**src/rtl/harv_dmem_wb_bridge_pkg.sv**
```systemverilog
// Shared types and lane helpers for the harv data-memory to Wishbone bridge.
// Access size decoding, alignment checking, and sub-word extract/merge all
// live here so the FSM and the lane unit agree on lane numbering.
package harv_dmem_bridge_pkg;

    typedef enum logic [1:0] {
        SIZE_BYTE = 2'd0,
        SIZE_HALF = 2'd1,
        SIZE_WORD = 2'd2
    } size_e;

    typedef enum logic [2:0] {
        ST_IDLE  = 3'd0,
        ST_READ  = 3'd1,
        ST_MERGE = 3'd2,
        ST_WRITE = 3'd3,
        ST_RESP  = 3'd4
    } state_e;

    // The reserved encoding 3 behaves as a word access.
    function automatic size_e decode_size(input logic [1:0] raw);
        case (raw)
            2'd0:    decode_size = SIZE_BYTE;
            2'd1:    decode_size = SIZE_HALF;
            default: decode_size = SIZE_WORD;
        endcase
    endfunction

    // Bytes are never misaligned; halves need addr[0]=0, words addr[1:0]=0.
    function automatic logic is_misaligned(input size_e size, input logic [1:0] addr_lo);
        case (size)
            SIZE_HALF: is_misaligned = addr_lo[0];
            SIZE_WORD: is_misaligned = |addr_lo;
            default:   is_misaligned = 1'b0;
        endcase
    endfunction

    // Pull the addressed lane out of a bus word and extend it to 32 bits.
    // Word loads ignore usgn.
    function automatic logic [31:0] extract_lane(input logic [31:0] word, input size_e size,
                                                 input logic [1:0] addr_lo, input logic usgn);
        logic [7:0]  b;
        logic [15:0] h;
        b = word[{addr_lo, 3'b000} +: 8];
        h = word[{addr_lo[1], 4'b0000} +: 16];
        case (size)
            SIZE_BYTE: extract_lane = {{24{b[7] & ~usgn}}, b};
            SIZE_HALF: extract_lane = {{16{h[15] & ~usgn}}, h};
            default:   extract_lane = word;
        endcase
    endfunction

    // Overwrite the addressed lane of the old word with the low bits of wdata.
    function automatic logic [31:0] merge_lane(input logic [31:0] old_word, input logic [31:0] wdata,
                                               input size_e size, input logic [1:0] addr_lo);
        logic [31:0] r;
        r = old_word;
        case (size)
            SIZE_BYTE: r[{addr_lo, 3'b000} +: 8]     = wdata[7:0];
            SIZE_HALF: r[{addr_lo[1], 4'b0000} +: 16] = wdata[15:0];
            default:   r = wdata;
        endcase
        merge_lane = r;
    endfunction

endpackage

```
**src/rtl/harv_dmem_wb_bridge_if.sv**
```systemverilog
// Interfaces for the bridge: the core's req/gnt data port (core = master,
// bridge = slave) and the word-only classic Wishbone data bus
// (bridge = master, memory controller = slave).
interface harv_dmem_if;
    logic        dmem_req_i;
    logic        dmem_wren_i;
    logic [1:0]  dmem_size_i;
    logic        dmem_usgn_i;
    logic [31:0] dmem_addr_i;
    logic [31:0] dmem_wdata_i;
    logic        dmem_gnt_o;
    logic        dmem_err_o;
    logic [31:0] dmem_rdata_o;

    modport master (
        output dmem_req_i, dmem_wren_i, dmem_size_i, dmem_usgn_i, dmem_addr_i, dmem_wdata_i,
        input  dmem_gnt_o, dmem_err_o, dmem_rdata_o
    );
    modport slave (
        input  dmem_req_i, dmem_wren_i, dmem_size_i, dmem_usgn_i, dmem_addr_i, dmem_wdata_i,
        output dmem_gnt_o, dmem_err_o, dmem_rdata_o
    );
endinterface

interface harv_wb_if;
    logic        data_mem_cyc_o;
    logic        data_mem_stb_o;
    logic        data_mem_we_o;
    logic [31:0] data_mem_addr_o;
    logic [31:0] data_mem_data_o;
    logic [31:0] data_mem_data_i;
    logic        data_mem_ack_i;

    modport master (
        output data_mem_cyc_o, data_mem_stb_o, data_mem_we_o, data_mem_addr_o, data_mem_data_o,
        input  data_mem_data_i, data_mem_ack_i
    );
    modport slave (
        input  data_mem_cyc_o, data_mem_stb_o, data_mem_we_o, data_mem_addr_o, data_mem_data_o,
        output data_mem_data_i, data_mem_ack_i
    );
endinterface

```
**src/rtl/harv_dmem_wb_bridge_lane.sv**
```systemverilog
// Combinational lane unit: extracts/extends load data from the live bus word
// and builds the merged store word for read-modify-write.
module harv_dmem_lane_unit
    import harv_dmem_bridge_pkg::*;
(
    input  logic [31:0] rd_word_i,
    input  logic [31:0] old_word_i,
    input  logic [31:0] wdata_i,
    input  size_e       size_i,
    input  logic [1:0]  addr_lo_i,
    input  logic        usgn_i,
    output logic [31:0] load_data_o,
    output logic [31:0] merge_data_o
);
    assign load_data_o  = extract_lane(rd_word_i, size_i, addr_lo_i, usgn_i);
    assign merge_data_o = merge_lane(old_word_i, wdata_i, size_i, addr_lo_i);
endmodule

```
**src/rtl/harv_dmem_wb_bridge.sv**
```systemverilog
// harv data-memory port to word-only Wishbone bridge.
// Sub-word stores are done as read-modify-write (READ -> MERGE -> WRITE).
// Optional: define HARV_DMEM_BRIDGE_TIMEOUT_EN to abort bus cycles that see
// no ack within TIMEOUT_CYCLES cycles (err=1, rdata=0, an RMW never writes).
module harv_dmem_wb_bridge
    import harv_dmem_bridge_pkg::*;
#(
    parameter int unsigned TIMEOUT_CYCLES = 1024
) (
    input  logic       clk_core,
    input  logic       rst_core,
    harv_dmem_if.slave dmem,
    harv_wb_if.master  wb
);
    if (TIMEOUT_CYCLES < 1) begin : g_timeout_check
        $error("TIMEOUT_CYCLES must be at least 1");
    end

    state_e      state_q;
    size_e       size_q;
    logic        wren_q;
    logic        usgn_q;
    logic [1:0]  addr_lo_q;
    logic [31:0] wdata_q;
    logic [31:0] rword_q;
    logic        gnt_q;
    logic        err_q;
    logic [31:0] rdata_q;
    logic        cyc_q;
    logic        we_q;
    logic [31:0] baddr_q;
    logic [31:0] bdata_q;
`ifdef HARV_DMEM_BRIDGE_TIMEOUT_EN
    logic [31:0] tmo_q;
`endif

    logic [31:0] load_data;
    logic [31:0] merge_data;
    size_e       req_size;

    assign req_size = decode_size(dmem.dmem_size_i);

    harv_dmem_lane_unit u_lane (
        .rd_word_i   (wb.data_mem_data_i),
        .old_word_i  (rword_q),
        .wdata_i     (wdata_q),
        .size_i      (size_q),
        .addr_lo_i   (addr_lo_q),
        .usgn_i      (usgn_q),
        .load_data_o (load_data),
        .merge_data_o(merge_data)
    );

    // Bridge FSM: all outputs are registered and set on the transition into a state.
    always_ff @(posedge clk_core or posedge rst_core) begin
        if (rst_core) begin
            state_q   <= ST_IDLE;
            size_q    <= SIZE_BYTE;
            wren_q    <= 1'b0;
            usgn_q    <= 1'b0;
            addr_lo_q <= 2'b00;
            wdata_q   <= '0;
            rword_q   <= '0;
            gnt_q     <= 1'b0;
            err_q     <= 1'b0;
            rdata_q   <= '0;
            cyc_q     <= 1'b0;
            we_q      <= 1'b0;
            baddr_q   <= '0;
            bdata_q   <= '0;
`ifdef HARV_DMEM_BRIDGE_TIMEOUT_EN
            tmo_q     <= '0;
`endif
        end else begin
            gnt_q <= 1'b0;
            case (state_q)
                ST_IDLE: begin
                    if (dmem.dmem_req_i) begin
                        size_q    <= req_size;
                        wren_q    <= dmem.dmem_wren_i;
                        usgn_q    <= dmem.dmem_usgn_i;
                        addr_lo_q <= dmem.dmem_addr_i[1:0];
                        wdata_q   <= dmem.dmem_wdata_i;
                        rdata_q   <= '0;
                        err_q     <= 1'b0;
`ifdef HARV_DMEM_BRIDGE_TIMEOUT_EN
                        tmo_q     <= '0;
`endif
                        if (is_misaligned(req_size, dmem.dmem_addr_i[1:0])) begin
                            state_q <= ST_RESP;
                            gnt_q   <= 1'b1;
                            err_q   <= 1'b1;
                        end else if (dmem.dmem_wren_i && req_size == SIZE_WORD) begin
                            state_q <= ST_WRITE;
                            cyc_q   <= 1'b1;
                            we_q    <= 1'b1;
                            baddr_q <= {dmem.dmem_addr_i[31:2], 2'b00};
                            bdata_q <= dmem.dmem_wdata_i;
                        end else begin
                            // Loads and sub-word stores both start with a read.
                            state_q <= ST_READ;
                            cyc_q   <= 1'b1;
                            we_q    <= 1'b0;
                            baddr_q <= {dmem.dmem_addr_i[31:2], 2'b00};
                        end
                    end
                end
                ST_READ: begin
                    if (wb.data_mem_ack_i) begin
                        cyc_q <= 1'b0;
                        if (wren_q) begin
                            // Keep the address: the write-back goes to the same word.
                            rword_q <= wb.data_mem_data_i;
                            state_q <= ST_MERGE;
                        end else begin
                            rdata_q <= load_data;
                            baddr_q <= '0;
                            state_q <= ST_RESP;
                            gnt_q   <= 1'b1;
                        end
`ifdef HARV_DMEM_BRIDGE_TIMEOUT_EN
                    end else if (tmo_q == TIMEOUT_CYCLES - 1) begin
                        cyc_q   <= 1'b0;
                        baddr_q <= '0;
                        rdata_q <= '0;
                        err_q   <= 1'b1;
                        state_q <= ST_RESP;
                        gnt_q   <= 1'b1;
                    end else begin
                        tmo_q <= tmo_q + 32'd1;
`endif
                    end
                end
                ST_MERGE: begin
                    bdata_q <= merge_data;
                    cyc_q   <= 1'b1;
                    we_q    <= 1'b1;
                    state_q <= ST_WRITE;
`ifdef HARV_DMEM_BRIDGE_TIMEOUT_EN
                    tmo_q   <= '0;
`endif
                end
                ST_WRITE: begin
                    if (wb.data_mem_ack_i) begin
                        cyc_q   <= 1'b0;
                        we_q    <= 1'b0;
                        baddr_q <= '0;
                        bdata_q <= '0;
                        state_q <= ST_RESP;
                        gnt_q   <= 1'b1;
`ifdef HARV_DMEM_BRIDGE_TIMEOUT_EN
                    end else if (tmo_q == TIMEOUT_CYCLES - 1) begin
                        cyc_q   <= 1'b0;
                        we_q    <= 1'b0;
                        baddr_q <= '0;
                        bdata_q <= '0;
                        err_q   <= 1'b1;
                        state_q <= ST_RESP;
                        gnt_q   <= 1'b1;
                    end else begin
                        tmo_q <= tmo_q + 32'd1;
`endif
                    end
                end
                ST_RESP: begin
                    // gnt was raised on entry; requests seen here are ignored.
                    state_q <= ST_IDLE;
                end
                default: begin
                    state_q <= ST_IDLE;
                    cyc_q   <= 1'b0;
                    we_q    <= 1'b0;
                end
            endcase
        end
    end

    assign dmem.dmem_gnt_o   = gnt_q;
    assign dmem.dmem_err_o   = err_q;
    assign dmem.dmem_rdata_o = rdata_q;
    assign wb.data_mem_cyc_o  = cyc_q;
    assign wb.data_mem_stb_o  = cyc_q;
    assign wb.data_mem_we_o   = we_q;
    assign wb.data_mem_addr_o = baddr_q;
    assign wb.data_mem_data_o = bdata_q;

endmodule

```
**src/flat_wrapper.sv**
```systemverilog
// flat-port wrapper written by rule: the top's interface ports become plain ports
module harv_dmem_wb_bridge_flat import harv_dmem_bridge_pkg::*;
#(
    parameter int unsigned TIMEOUT_CYCLES = 1024
)
  (clk_core, rst_core, dmem_dmem_req_i, dmem_dmem_wren_i, dmem_dmem_size_i, dmem_dmem_usgn_i, dmem_dmem_addr_i, dmem_dmem_wdata_i, dmem_dmem_gnt_o, dmem_dmem_err_o, dmem_dmem_rdata_o, wb_data_mem_cyc_o, wb_data_mem_stb_o, wb_data_mem_we_o, wb_data_mem_addr_o, wb_data_mem_data_o, wb_data_mem_data_i, wb_data_mem_ack_i);
  harv_dmem_if dmem_i ();
  harv_wb_if wb_i ();
  input  logic clk_core;
  input  logic rst_core;
  input wire logic [$bits(dmem_i.dmem_req_i)-1:0] dmem_dmem_req_i;
  input wire logic [$bits(dmem_i.dmem_wren_i)-1:0] dmem_dmem_wren_i;
  input wire logic [$bits(dmem_i.dmem_size_i)-1:0] dmem_dmem_size_i;
  input wire logic [$bits(dmem_i.dmem_usgn_i)-1:0] dmem_dmem_usgn_i;
  input wire logic [$bits(dmem_i.dmem_addr_i)-1:0] dmem_dmem_addr_i;
  input wire logic [$bits(dmem_i.dmem_wdata_i)-1:0] dmem_dmem_wdata_i;
  output wire logic [$bits(dmem_i.dmem_gnt_o)-1:0] dmem_dmem_gnt_o;
  output wire logic [$bits(dmem_i.dmem_err_o)-1:0] dmem_dmem_err_o;
  output wire logic [$bits(dmem_i.dmem_rdata_o)-1:0] dmem_dmem_rdata_o;
  output wire logic [$bits(wb_i.data_mem_cyc_o)-1:0] wb_data_mem_cyc_o;
  output wire logic [$bits(wb_i.data_mem_stb_o)-1:0] wb_data_mem_stb_o;
  output wire logic [$bits(wb_i.data_mem_we_o)-1:0] wb_data_mem_we_o;
  output wire logic [$bits(wb_i.data_mem_addr_o)-1:0] wb_data_mem_addr_o;
  output wire logic [$bits(wb_i.data_mem_data_o)-1:0] wb_data_mem_data_o;
  input wire logic [$bits(wb_i.data_mem_data_i)-1:0] wb_data_mem_data_i;
  input wire logic [$bits(wb_i.data_mem_ack_i)-1:0] wb_data_mem_ack_i;
  assign dmem_i.dmem_req_i = dmem_dmem_req_i;
  assign dmem_i.dmem_wren_i = dmem_dmem_wren_i;
  assign dmem_i.dmem_size_i = dmem_dmem_size_i;
  assign dmem_i.dmem_usgn_i = dmem_dmem_usgn_i;
  assign dmem_i.dmem_addr_i = dmem_dmem_addr_i;
  assign dmem_i.dmem_wdata_i = dmem_dmem_wdata_i;
  assign dmem_dmem_gnt_o = dmem_i.dmem_gnt_o;
  assign dmem_dmem_err_o = dmem_i.dmem_err_o;
  assign dmem_dmem_rdata_o = dmem_i.dmem_rdata_o;
  assign wb_data_mem_cyc_o = wb_i.data_mem_cyc_o;
  assign wb_data_mem_stb_o = wb_i.data_mem_stb_o;
  assign wb_data_mem_we_o = wb_i.data_mem_we_o;
  assign wb_data_mem_addr_o = wb_i.data_mem_addr_o;
  assign wb_data_mem_data_o = wb_i.data_mem_data_o;
  assign wb_i.data_mem_data_i = wb_data_mem_data_i;
  assign wb_i.data_mem_ack_i = wb_data_mem_ack_i;
  harv_dmem_wb_bridge #(.TIMEOUT_CYCLES(TIMEOUT_CYCLES)) u_core (.clk_core(clk_core), .rst_core(rst_core), .dmem(dmem_i), .wb(wb_i));
endmodule
```
**config.mk**
```make
export PLATFORM = sky130hd
export DESIGN_NAME = harv_dmem_wb_bridge_flat
export DESIGN_NICKNAME = d
export VERILOG_FILES = /design/src/rtl/harv_dmem_wb_bridge_pkg.sv /design/src/rtl/harv_dmem_wb_bridge_if.sv /design/src/rtl/harv_dmem_wb_bridge_lane.sv /design/src/rtl/harv_dmem_wb_bridge.sv /design/src/flat_wrapper.sv
export SDC_FILE = /design/constraint.sdc
export NUM_CORES = 1
export LEC_CHECK = 0
export BUFFER_PORTS_ARGS = -buffer_cell sky130_fd_sc_hd__buf_2
export CORE_ASPECT_RATIO = 1.75
export CORE_UTILIZATION = 45
export CTS_BUF_LIST = sky130_fd_sc_hd__clkbuf_8
export DETAILED_ROUTE_END_ITERATION = 7
export PLACE_DENSITY = 0.72
export SETUP_SLACK_MARGIN = 0.2
export SLEW_MARGIN = 20
export SYNTH_ARGS = -nofsm -noshare
export SYNTH_HDL_FRONTEND = slang
export SYNTH_SLANG_ARGS = --single-unit
```
**constraint.sdc**
```tcl
create_clock -name clk_core -period 4.92 [get_ports clk_core]
set_clock_uncertainty 0.15 [all_clocks]
set_input_delay 0.246 -clock clk_core [delete_from_list [all_inputs] [get_ports clk_core]]
set_output_delay 0.246 -clock clk_core [all_outputs]
set_load 0.005 [all_outputs]
```
==> results.toml, run 1 <==
[status]
status = "finished, final reports clean"

[timing]
worst_pin_slew_ns = 1.13
rsz0062_at_grt = "false"
fmax_mhz = 322
max-slew-margin-rel_pct = 24.8
finalSetupViolations = 0
slew_viol_final = 0
hold_violations = 0
setup_tns_ns = 0
timing.hold.ws_ns = 0.130
post-route-period-util_pct = 63.2
min_period_ns = 3.11

[synth]
netlist_instances = 828
ys_seq_area_share_pct = 50.4
synth_edf_count = 0
syn_avg_cell_area_um2 = 10.2
yosys_warnings = 0
async_reset_ff_share_pct = 100
yosys.area.top_type = "dfrtp_1"
ys_seq_elements = 171
syn_area_mm2 = 0.00848
synthTopCellsByArea = "dfrtp_1 (50%), mux2_2 (6.1%), a221o_1 (5.7%)"
synth_top_area_share_pct = 50.4
synth_cell_types = 55
ys.flop_type = "dfrtp_1"

[detailed_routing]
antenna_left = 0
wl_met3_um = 1470
drt_iter0_markers = 574
wl_um = 26300
vias = 7701
met2_length_um = 13200
routedWlPerCell_um = 19.6
vias_per_cell = 5.73
top_layer = "met4"
first_pass_iters = 5
drc_errors = 0
met1_length_um = 9650

[finish]
fin_util_pct = 59.0
fin_nets = 1203
antenna-diode-count = 0
drive_above_1_share_pct = 27.5
fill_cells = 1577
area_growth_pct = 28.7

[power]
clockPowerShare_pct = 15.3
p_leak_nw = 5.20
pwr-share-seq_pct = 42.4
internal_power_mw = 3.56
p_switching_mw = 2.63
p_sw_share_pct = 42.5
ir_worst_vdd_uv = 354
comb_power_share_pct = 42.3
p_per_area_mw_per_mm2 = 567

[placement]
gp_congestion = 0.862
port_buffers = 202
hpwl_um = 17700

[worst_setup_path]
startpoint_type = "register"
end_kind = "register"
slowest_delay_ns = 0.85
crit_required_ns = 5.12
cp.arrival_ns = 3.31
rr_worst_depth = 4
slowest_stage = "a31oi_4"
crit_type = "reg -> reg"
crit_chain = "or3b_1 -> o21ai_4 -> a31oi_4 -> mux2_2"
cp_max_fo = 32

[clocking]
numCtsBuffers = 17
cts_root_buf = "clkbuf_8"
clock_path_buffers = 2
clock-sinks = 171
cts-htree-levels = 4
clk_latency_ns = 0.47
cts_tree = "yes"
clk_transition_reported_paths_ns = 0.10

[min_path]
hold_depth = 4
hp-class = "in -> reg"

[grt]
grtUsageTotal_pct = 27.6
grt-ovfl-total = 0
antenna_found_initial = 0
grt_max_degree = 172
grt_pass1_wl_um = 40900
first_global_vias = 7851

[floorplan]
ios = 205
initial_core_util_pct = 45.9
rows = 66
dieArea_mm2 = 0.0194
coreArea_mm2 = 0.0185
die_w_um = 106
die_height_um = 184

[run]
max-cap-violations = 0
## worst paths after layout
| kind | from | endpoint | slack, ns |
|---|---|---|---|
| max | u_core.state_q[2] | u_core.wb.data_mem_data_o[21] | 1.81 |
| min | dmem_dmem_req_i | u_core.wb.data_mem_cyc_o | 0.13 |
| max in group asynchronous | rst_core | u_core.wb.data_mem_data_o[22] | 3.52 |
| min in group asynchronous | rst_core | u_core.dmem.dmem_rdata_o[18] | 0.46 |
| min reg2reg | u_core.dmem.dmem_rdata_o[5] | u_core.dmem.dmem_rdata_o[5] | 0.34 |
| max reg2reg | u_core.state_q[2] | u_core.wb.data_mem_data_o[21] | 1.81 |
## cell type report
type / count / area (um2) / share of cell area (%)
clock buffer: 19 / 262 / 2.40
clock inverter: 12 / 106 / 0.974
inverter: 52 / 199 / 1.82
multi-input combinational: 537 / 3640 / 33.4
sequential: 171 / 4280 / 39.2
tap: 238 / 298 / 2.73
timing repair buffer: 315 / 2130 / 19.5
## power by group through the flow
stage	Sequential (mW)	Combinational [mW]	Clock, mW
6_report	2.62	2.62	0.947
4_1_cts	2.59	2.61	0.969
5_1_grt	2.67	2.88	1.02
3_5_place_dp	2.61	2.54	0
2_1_floorplan	2.34	1.90	0
3_3_place_gp	2.61	2.49	0
## flip-flops by register name, indices dropped and copies added, names as in the netlist
register                   cells
u_core.rword_q                32
u_core.wb.data_mem_addr_o     30
u_core.dmem.dmem_rdata_o      32
u_core.dmem.dmem_err_o         1
u_core.wb.data_mem_data_o     32
u_core.usgn_q                  1
u_core.wdata_q                32
u_core.wren_q                  1
u_core.wb.data_mem_we_o        1
u_core.state_q                 3
u_core.wb.data_mem_cyc_o       1
u_core.addr_lo_q               2
u_core.dmem.dmem_gnt_o         1
u_core.size_q                  2
## critical path: cells and delay by family (launching register included)
family	cells	cell delay (ns)
AOI/OAI and AO/OA	2	0.97
DFF	1	0.61
muxes	1	0.42
and+or+nand+nor	1	0.82
## timing repair
item,4_1_cts,5_1_grt
endpoints found under the hold margin,325,0
gates resized for setup,0,0
endpoints found under the setup margin,0,0
hold buffers,102,0
setup buffers,0,0
## layout by cell type (no fill, tap or decap), types with 3 or more instances in the layout
| cell type | n |
|---|---|
| buf_2 | 202 |
| dfrtp_1 | 171 |
| nand2_1 | 106 |
| dlygate4sd3_1 | 102 |
| o21ai_0 | 90 |
| inv_1 | 49 |
| a221o_1 | 48 |
| nand3_1 | 46 |
| mux2_2 | 46 |
| a221oi_1 | 23 |
| a21oi_1 | 19 |
| clkbuf_8 | 19 |
| nand2b_1 | 15 |
| mux2i_1 | 15 |
| o21ai_1 | 10 |
| buf_4 | 10 |
| or3_1 | 9 |
| nor4bb_1 | 9 |
| nand4_1 | 9 |
| a31oi_1 | 8 |
| nor4b_1 | 8 |
| a32o_1 | 7 |
| a211oi_1 | 7 |
| nor2_1 | 6 |
| nor2b_1 | 5 |
| o31ai_1 | 5 |
| ha_1 | 5 |
| clkinv_4 | 5 |
| inv_6 | 5 |
| nand3b_1 | 4 |
| mux2_1 | 4 |
| and3_1 | 3 |
## cell families (layout without fill, tap and decap cells)
logic type,Yosys count,count (layout),share of synthesized area (%)
buf+inv,121,398,6.68
compound gates,229,229,19.0
simple gates,236,236,14.6
other cells,1,2,0.0442
fa+ha+maj,5,5,0.738
mux,65,65,8.41
flops,171,171,50.4
## layer usage
metal	GRT usage (%)	vias up
li1	-	3538
met1	30.3	3700
met2	46.3	351
met3	5.85	112
met4	21.7	0
met5	0	-
## synthesized netlist by cell type (8+ instances only)
cell	number
buf_6	9
mux2i_1	15
clkbuf_1	27
o21ai_0	90
nand2b_1	15
a221o_1	48
nand3_1	46
or3_1	9
inv_1	50
a31oi_1	8
nor4bb_1	9
buf_2	18
nand4_1	9
o21ai_1	10
buf_1	9
mux2_2	46
a21oi_1	19
nor4b_1	8
a221oi_1	23
dfrtp_1	171
nand2_1	106
## through the flow
stage	power, mW	worst slack, ns	area, um2	std cells
finish	6.19	1.81	10900	1344
CTS	6.17	1.82	10900	1344
global placement	5.09	1.86	9520	1211
floorplan	4.25	2.34	8490	829
global route	6.57	1.67	10900	1344
detailed placement	5.16	1.84	9530	1211
(Power assumes the default switching activity.)
==> run 2, diff against run 1 <==
--- a/config.mk
+++ b/config.mk
@@ -10,7 +10,7 @@
 export CORE_UTILIZATION = 45
 export CTS_BUF_LIST = sky130_fd_sc_hd__clkbuf_8
 export DETAILED_ROUTE_END_ITERATION = 7
-export PLACE_DENSITY = 0.72
+export PLACE_DENSITY = 0.69
 export SETUP_SLACK_MARGIN = 0.2
 export SLEW_MARGIN = 20
 export SYNTH_ARGS = -nofsm -noshare
==> constraint.sdc (replaced) <==
create_clock -name clk_core -period 3.25 [get_ports clk_core]
set_clock_uncertainty 0.15 [all_clocks]
set_input_delay 0.1625 -clock clk_core [delete_from_list [all_inputs] [get_ports clk_core]]
set_output_delay 0.1625 -clock clk_core [all_outputs]
set_load 0.005 [all_outputs]
==> results.toml, run 2 (synthesis gave the netlist of run 1 again) <==
[status]
status = "finished, final reports clean"

[clocking]
clock_path_buffers = 2
cts-htree-levels = 4
clock-sinks = 171
numCtsBuffers = 17
clk_latency_ns = 0.48
cts_root_buf = "clkbuf_8"
clk_transition_reported_paths_ns = 0.10
cts_tree = "yes"

[timing]
finalSetupViolations = 0
post-route-period-util_pct = 74.4
setup_tns_ns = 0
max-slew-margin-rel_pct = 26.2
rsz0062_at_grt = "false"
worst_pin_slew_ns = 1.11
slew_viol_final = 0
hold_violations = 0
fmax_mhz = 413
min_period_ns = 2.42

[detailed_routing]
vias = 7657
first_pass_iters = 5
antenna_left = 0
drc_errors = 0
routedWlPerCell_um = 19.2
drt_iter0_markers = 540
vias_per_cell = 5.64
wl_um = 26000

[worst_setup_path]
regToRegEndpoint = "u_core.dmem.dmem_rdata_o[27]"
slowest_delay_ns = 0.73
startpoint_type = "register"
rr_startpoint = "u_core.state_q[2]"
crit_chain = "nand3b_1 -> nor3_2 -> buf_4 -> nor4b_4 -> a221o_1"
crit_type = "reg -> reg"
r2r_slack_ns = 0.83
crit_required_ns = 3.50
cp.arrival_ns = 2.67
slowest_stage = "nor4b_4"
end_kind = "register"
rr_worst_depth = 5
cp_max_fo = 17

[power]
p_leak_nw = 5.28
clockPowerShare_pct = 16.7
pwr-share-seq_pct = 40.5
comb_power_share_pct = 42.9
internal_power_mw = 5.57
ir_worst_vdd_uv = 455
p_switching_mw = 3.92
p_sw_share_pct = 41.3
p_per_area_mw_per_mm2 = 858

[floorplan]
coreArea_mm2 = 0.0185
die_height_um = 184
ios = 205
dieArea_mm2 = 0.0194
initial_core_util_pct = 45.9
die_w_um = 106
rows = 66

[finish]
drive_above_1_share_pct = 28.2
fin_nets = 1215
seq_area_mm2 = 0.00428
multi_input_comb_area_mm2 = 0.00364
fin_area_mm2 = 0.0111
antenna-diode-count = 0
area_growth_pct = 30.4
fill_cells = 1597
layout_common_cells = "buf_2 (202), dfrtp_1 (171), nand2_1 (106)"
final_common_cell = "buf_2"

[grt]
grt_pass1_wl_um = 41100
first_global_vias = 7576
grt_max_degree = 67
grtUsageTotal_pct = 27.7
grt-ovfl-total = 0
antenna_found_initial = 0

[placement]
gp_congestion = 0.898
post_dp_cell_area_mm2 = 0.00962
port_buffers = 202
hpwl_um = 18000

[min_path]
hp-class = "in -> async"

[run]
max-cap-violations = 0
[run 2: how the worst max path moves through the flow]
stage / from / endpoint / slack (ns) / cells after the start
final: u_core.state_q[2] / u_core.dmem.dmem_rdata_o[27] / 0.83 / 5
after global routing: u_core.addr_lo_q[1] / u_core.wb.data_mem_data_o[2] / 0.60 / 7
after CTS: u_core.state_q[2] / u_core.dmem.dmem_rdata_o[28] / 0.81 / 5
after detailed placement: u_core.state_q[2] / u_core.dmem.dmem_rdata_o[16] / 0.86 / 5
after global placement: u_core.state_q[2] / u_core.dmem.dmem_rdata_o[28] / 0.92 / 5
after floorplan: rst_core / u_core.addr_lo_q[0] / 0.75 / 1
[run 2: routing by layer]
| metal | vias to the layer above | part of all wire, % | track usage [%] |
|---|---|---|---|
| li1 | 3569 | - | - |
| met1 | 3666 | 38 | 32.1 |
| met2 | 337 | 51 | 47.5 |
| met3 | 85 | 5.3 | 4.64 |
| met4 | 0 | 5.9 | 17.1 |
| met5 | - | 0 | 0 |
[run 2: power by group through the flow]
stage	Combinational, mW	Sequential (mW)	Clock, mW
after floorplan	2.88	3.55	0
after global placement	3.87	3.85	0
after detailed placement	3.95	3.85	0
after CTS	4.05	3.82	1.61
after global routing	4.51	3.92	1.69
final	4.07	3.84	1.58
[run 2: timing repair]
item / 4_1_cts / 5_1_grt
setup buffers: 0 / 0
resized for setup: 0 / 0
hold buffers: 103 / 0
endpoints found under the hold margin: 187 / 0
endpoints found under the setup margin: 0 / 0
[run 2: through the flow]
| step | total power [mW] | utilization [%] | setup slack [ns] | hold slack [ns] | std cells |
|---|---|---|---|---|---|
| 2_1_floorplan | 6.43 | - | 0.755 | 0.118 | 829 |
| 3_3_place_gp | 7.72 | 52.0 | 0.918 | 0.109 | 1222 |
| 3_5_place_dp | 7.80 | 52.0 | 0.862 | 0.111 | 1222 |
| 4_1_cts | 9.49 | 59.8 | 0.812 | 0.138 | 1357 |
| 5_1_grt | 10.1 | 59.8 | 0.601 | 0.181 | 1357 |
| 6_report | 9.49 | 59.8 | 0.831 | 0.153 | 1357 |
[run 2: cell type report]
type                            count  area share [%]
Multi-Input combinational cell    537            33.0
Clock inverter                     14            1.41
Tap cell                          238            2.69
Inverter                           52            1.80
Clock buffer                       18            2.24
Sequential cell                   171            38.7
Timing Repair Buffer              327            20.2
[run 2: critical path: cells and delay by family, from the launching register on]
family                 cells  cell delay [ns]
DFF                        1             0.55
AOI/OAI and AO/OA          1             0.21
buffers and inverters      1             0.23
and+or+nand+nor            3             1.20
==> run 3, diff against run 2 <==
--- a/config.mk
+++ b/config.mk
@@ -10,7 +10,7 @@
 export CORE_UTILIZATION = 45
 export CTS_BUF_LIST = sky130_fd_sc_hd__clkbuf_8
 export DETAILED_ROUTE_END_ITERATION = 7
-export PLACE_DENSITY = 0.69
+export PLACE_DENSITY = 0.72
 export SETUP_SLACK_MARGIN = 0.2
 export SLEW_MARGIN = 20
 export SYNTH_ARGS = -nofsm -noshare
==> constraint.sdc (replaced) <==
create_clock -name clk_core -period 2.2 [get_ports clk_core]
set_clock_uncertainty 0.15 [all_clocks]
set_input_delay 0.11 -clock clk_core [delete_from_list [all_inputs] [get_ports clk_core]]
set_output_delay 0.11 -clock clk_core [all_outputs]
set_load 0.005 [all_outputs]
==> results.toml, run 3 (synthesis gave the netlist of run 1 again) <==
[grt]
first_global_vias = 7889
grt_max_degree = 94
antenna_found_initial = 0
grt_pass1_wl_um = 41200
grt-ovfl-total = 0
grtUsageTotal_pct = 27.7

[power]
internal_power_mw = 8.95
finalPower_mw = 15.3
p_sw_share_pct = 41.4
p_switching_mw = 6.32
comb_power_share_pct = 47.5
ir_worst_vdd_uv = 598
clockPowerShare_pct = 15.2
pwr-share-seq_pct = 37.3
p_per_area_mw_per_mm2 = 1310
p_leak_nw = 5.49

[clocking]
clk_latency_ns = 0.48
clock_path_buffers = 2
clock-sinks = 171
cts_root_buf = "clkbuf_8"
clk_transition_reported_paths_ns = 0.10
cts-htree-levels = 4
cts_tree = "yes"
numCtsBuffers = 17

[detailed_routing]
met1_length_um = 9830
vias = 7902
wl_um = 26800
routedWlPerCell_um = 19.4
met2_length_um = 13900
drt_iter0_markers = 473
antenna_left = 0
first_pass_iters = 7
top_layer = "met4"
vias_per_cell = 5.71
drc_errors = 0
wl_met3_um = 1510

[floorplan]
die_w_um = 106
ios = 205
initial_core_util_pct = 45.9
coreArea_mm2 = 0.0185
dieArea_mm2 = 0.0194
rows = 66
die_height_um = 184

[finish]
drive_above_1_share_pct = 34.5
fill_cells = 1517
final_common_cell = "buf_2"
antenna-diode-count = 0
area_growth_pct = 37.8
layout_common_cells = "buf_2 (202), dfrtp_1 (166), nand2_1 (105)"
fin_nets = 1244
final_cells = 1385

[timing]
min_period_ns = 2.01
worst_pin_slew_ns = 0.513
finalSetupViolations = 0
slew_viol_final = 0
post-route-period-util_pct = 91.4
fmax_mhz = 497
max-slew-margin-rel_pct = 65.8
rsz0062_at_grt = "true"
hold_violations = 0

[placement]
hpwl_um = 17900
gp_congestion = 0.875
port_buffers = 202
placedCellCount = 1234

[worst_setup_path]
worst-path-buf-inv = 2
regToRegEndpoint = "u_core.dmem.dmem_rdata_o[31]"
slowest_delay_ns = 0.42
startpoint_type = "register"
path_delay_family = "compound AO/OA/AOI/OAI gates"
crit_type = "reg -> reg"
cp_common_cell = "buf_12"
rr_worst_depth = 6
cp_max_fo = 16
rr_startpoint = "u_core.addr_lo_q[1]"
crit_chain = "buf_12 -> mux2_2 -> a22oi_1 -> nor4b_4 -> buf_12 -> a221o_1"
slowest_stage = "dfrtp_2"
end_kind = "register"
r2r_slack_ns = 0.19
cp.arrival_ns = 2.21
crit_required_ns = 2.40

[min_path]
hp-start = "dmem_dmem_wdata_i[31]"
hold_depth = 4
holdPathEnd = "u_core.wdata_q[31]"
hp-class = "in -> reg"

[run]
max-cap-violations = 0

[status]
status = "finished, final reports clean"
run 3: what timing repair did:
item / 4_1_cts / 5_1_grt
endpoints found under the setup margin: 52 / 91
pin swaps: 3 / 10
buffers inserted: 8 / 7
resized for setup: 20 / 32
hold buffers: 104 / 0
endpoints found under the hold margin: 341 / 0
cloned: 0 / 1
run 3: tightest hold or removal path: stages:
cell and delay [ns]:
dlygate4sd3_1 0.52, buf_2 0.11, nand2_1 0.04, nand2_1 0.04
run 3: per-stage QoR:
step                      util (%)  hold slack [ns]  worst slack (ns)  instance area [um2]  setup TNS (ns)
final                         63.2            0.229             0.190                11700               0
after global routing          63.2            0.250             0.126                11700               0
after CTS                     62.1            0.205             0.171                11500               0
after detailed placement      53.6          -0.0425           -0.0376                 9910          -0.206
after global placement        53.6          -0.0498           -0.0129                 9910         -0.0226
after floorplan                  -           0.0654            -0.243                 8650          -41.50
run 3: worst max-delay path by stage:
| stage | endpoint | slack (ns) | depth (start not counted) | from |
|---|---|---|---|---|
| after CTS | u_core.wb.data_mem_data_o[22] | 0.17 | 6 | u_core.addr_lo_q[1] |
| after global routing | u_core.wb.data_mem_data_o[5] | 0.13 | 8 | u_core.addr_lo_q[1] |
| final | u_core.dmem.dmem_rdata_o[31] | 0.19 | 6 | u_core.addr_lo_q[1] |
| after detailed placement | u_core.wb.data_mem_data_o[21] | -0.04 | 7 | u_core.addr_lo_q[1] |
| after floorplan | u_core.addr_lo_q[0] | -0.24 | 1 | rst_core |
| after global placement | u_core.wb.data_mem_data_o[21] | -0.01 | 7 | u_core.addr_lo_q[1] |
run 3: layout make-up:
cell class,instances,area [um2],area share (%)
tap,238,298,2.55
clock inverter,13,153,1.31
timing repair buffer,356,2570,22.0
multi-input combinational,537,3920,33.5
sequential,171,4290,36.7
clock buffer,18,248,2.12
inverter,52,215,1.84
run 3: power groups by stage:
stage	Clock, mW	Sequential [mW]	Combinational [mW]
2_1_floorplan	0	5.28	4.56
3_3_place_gp	0	5.65	6.32
3_5_place_dp	0	5.67	6.47
4_1_cts	2.36	5.64	6.83
5_1_grt	2.47	5.80	7.86
6_report	2.32	5.69	7.26
run 3: layer usage:
layer,vias up,global-route usage [%]
li1,3620,-
met1,3867,30.9
met2,329,48.7
met3,86,4.61
met4,0,17.3
met5,-,0
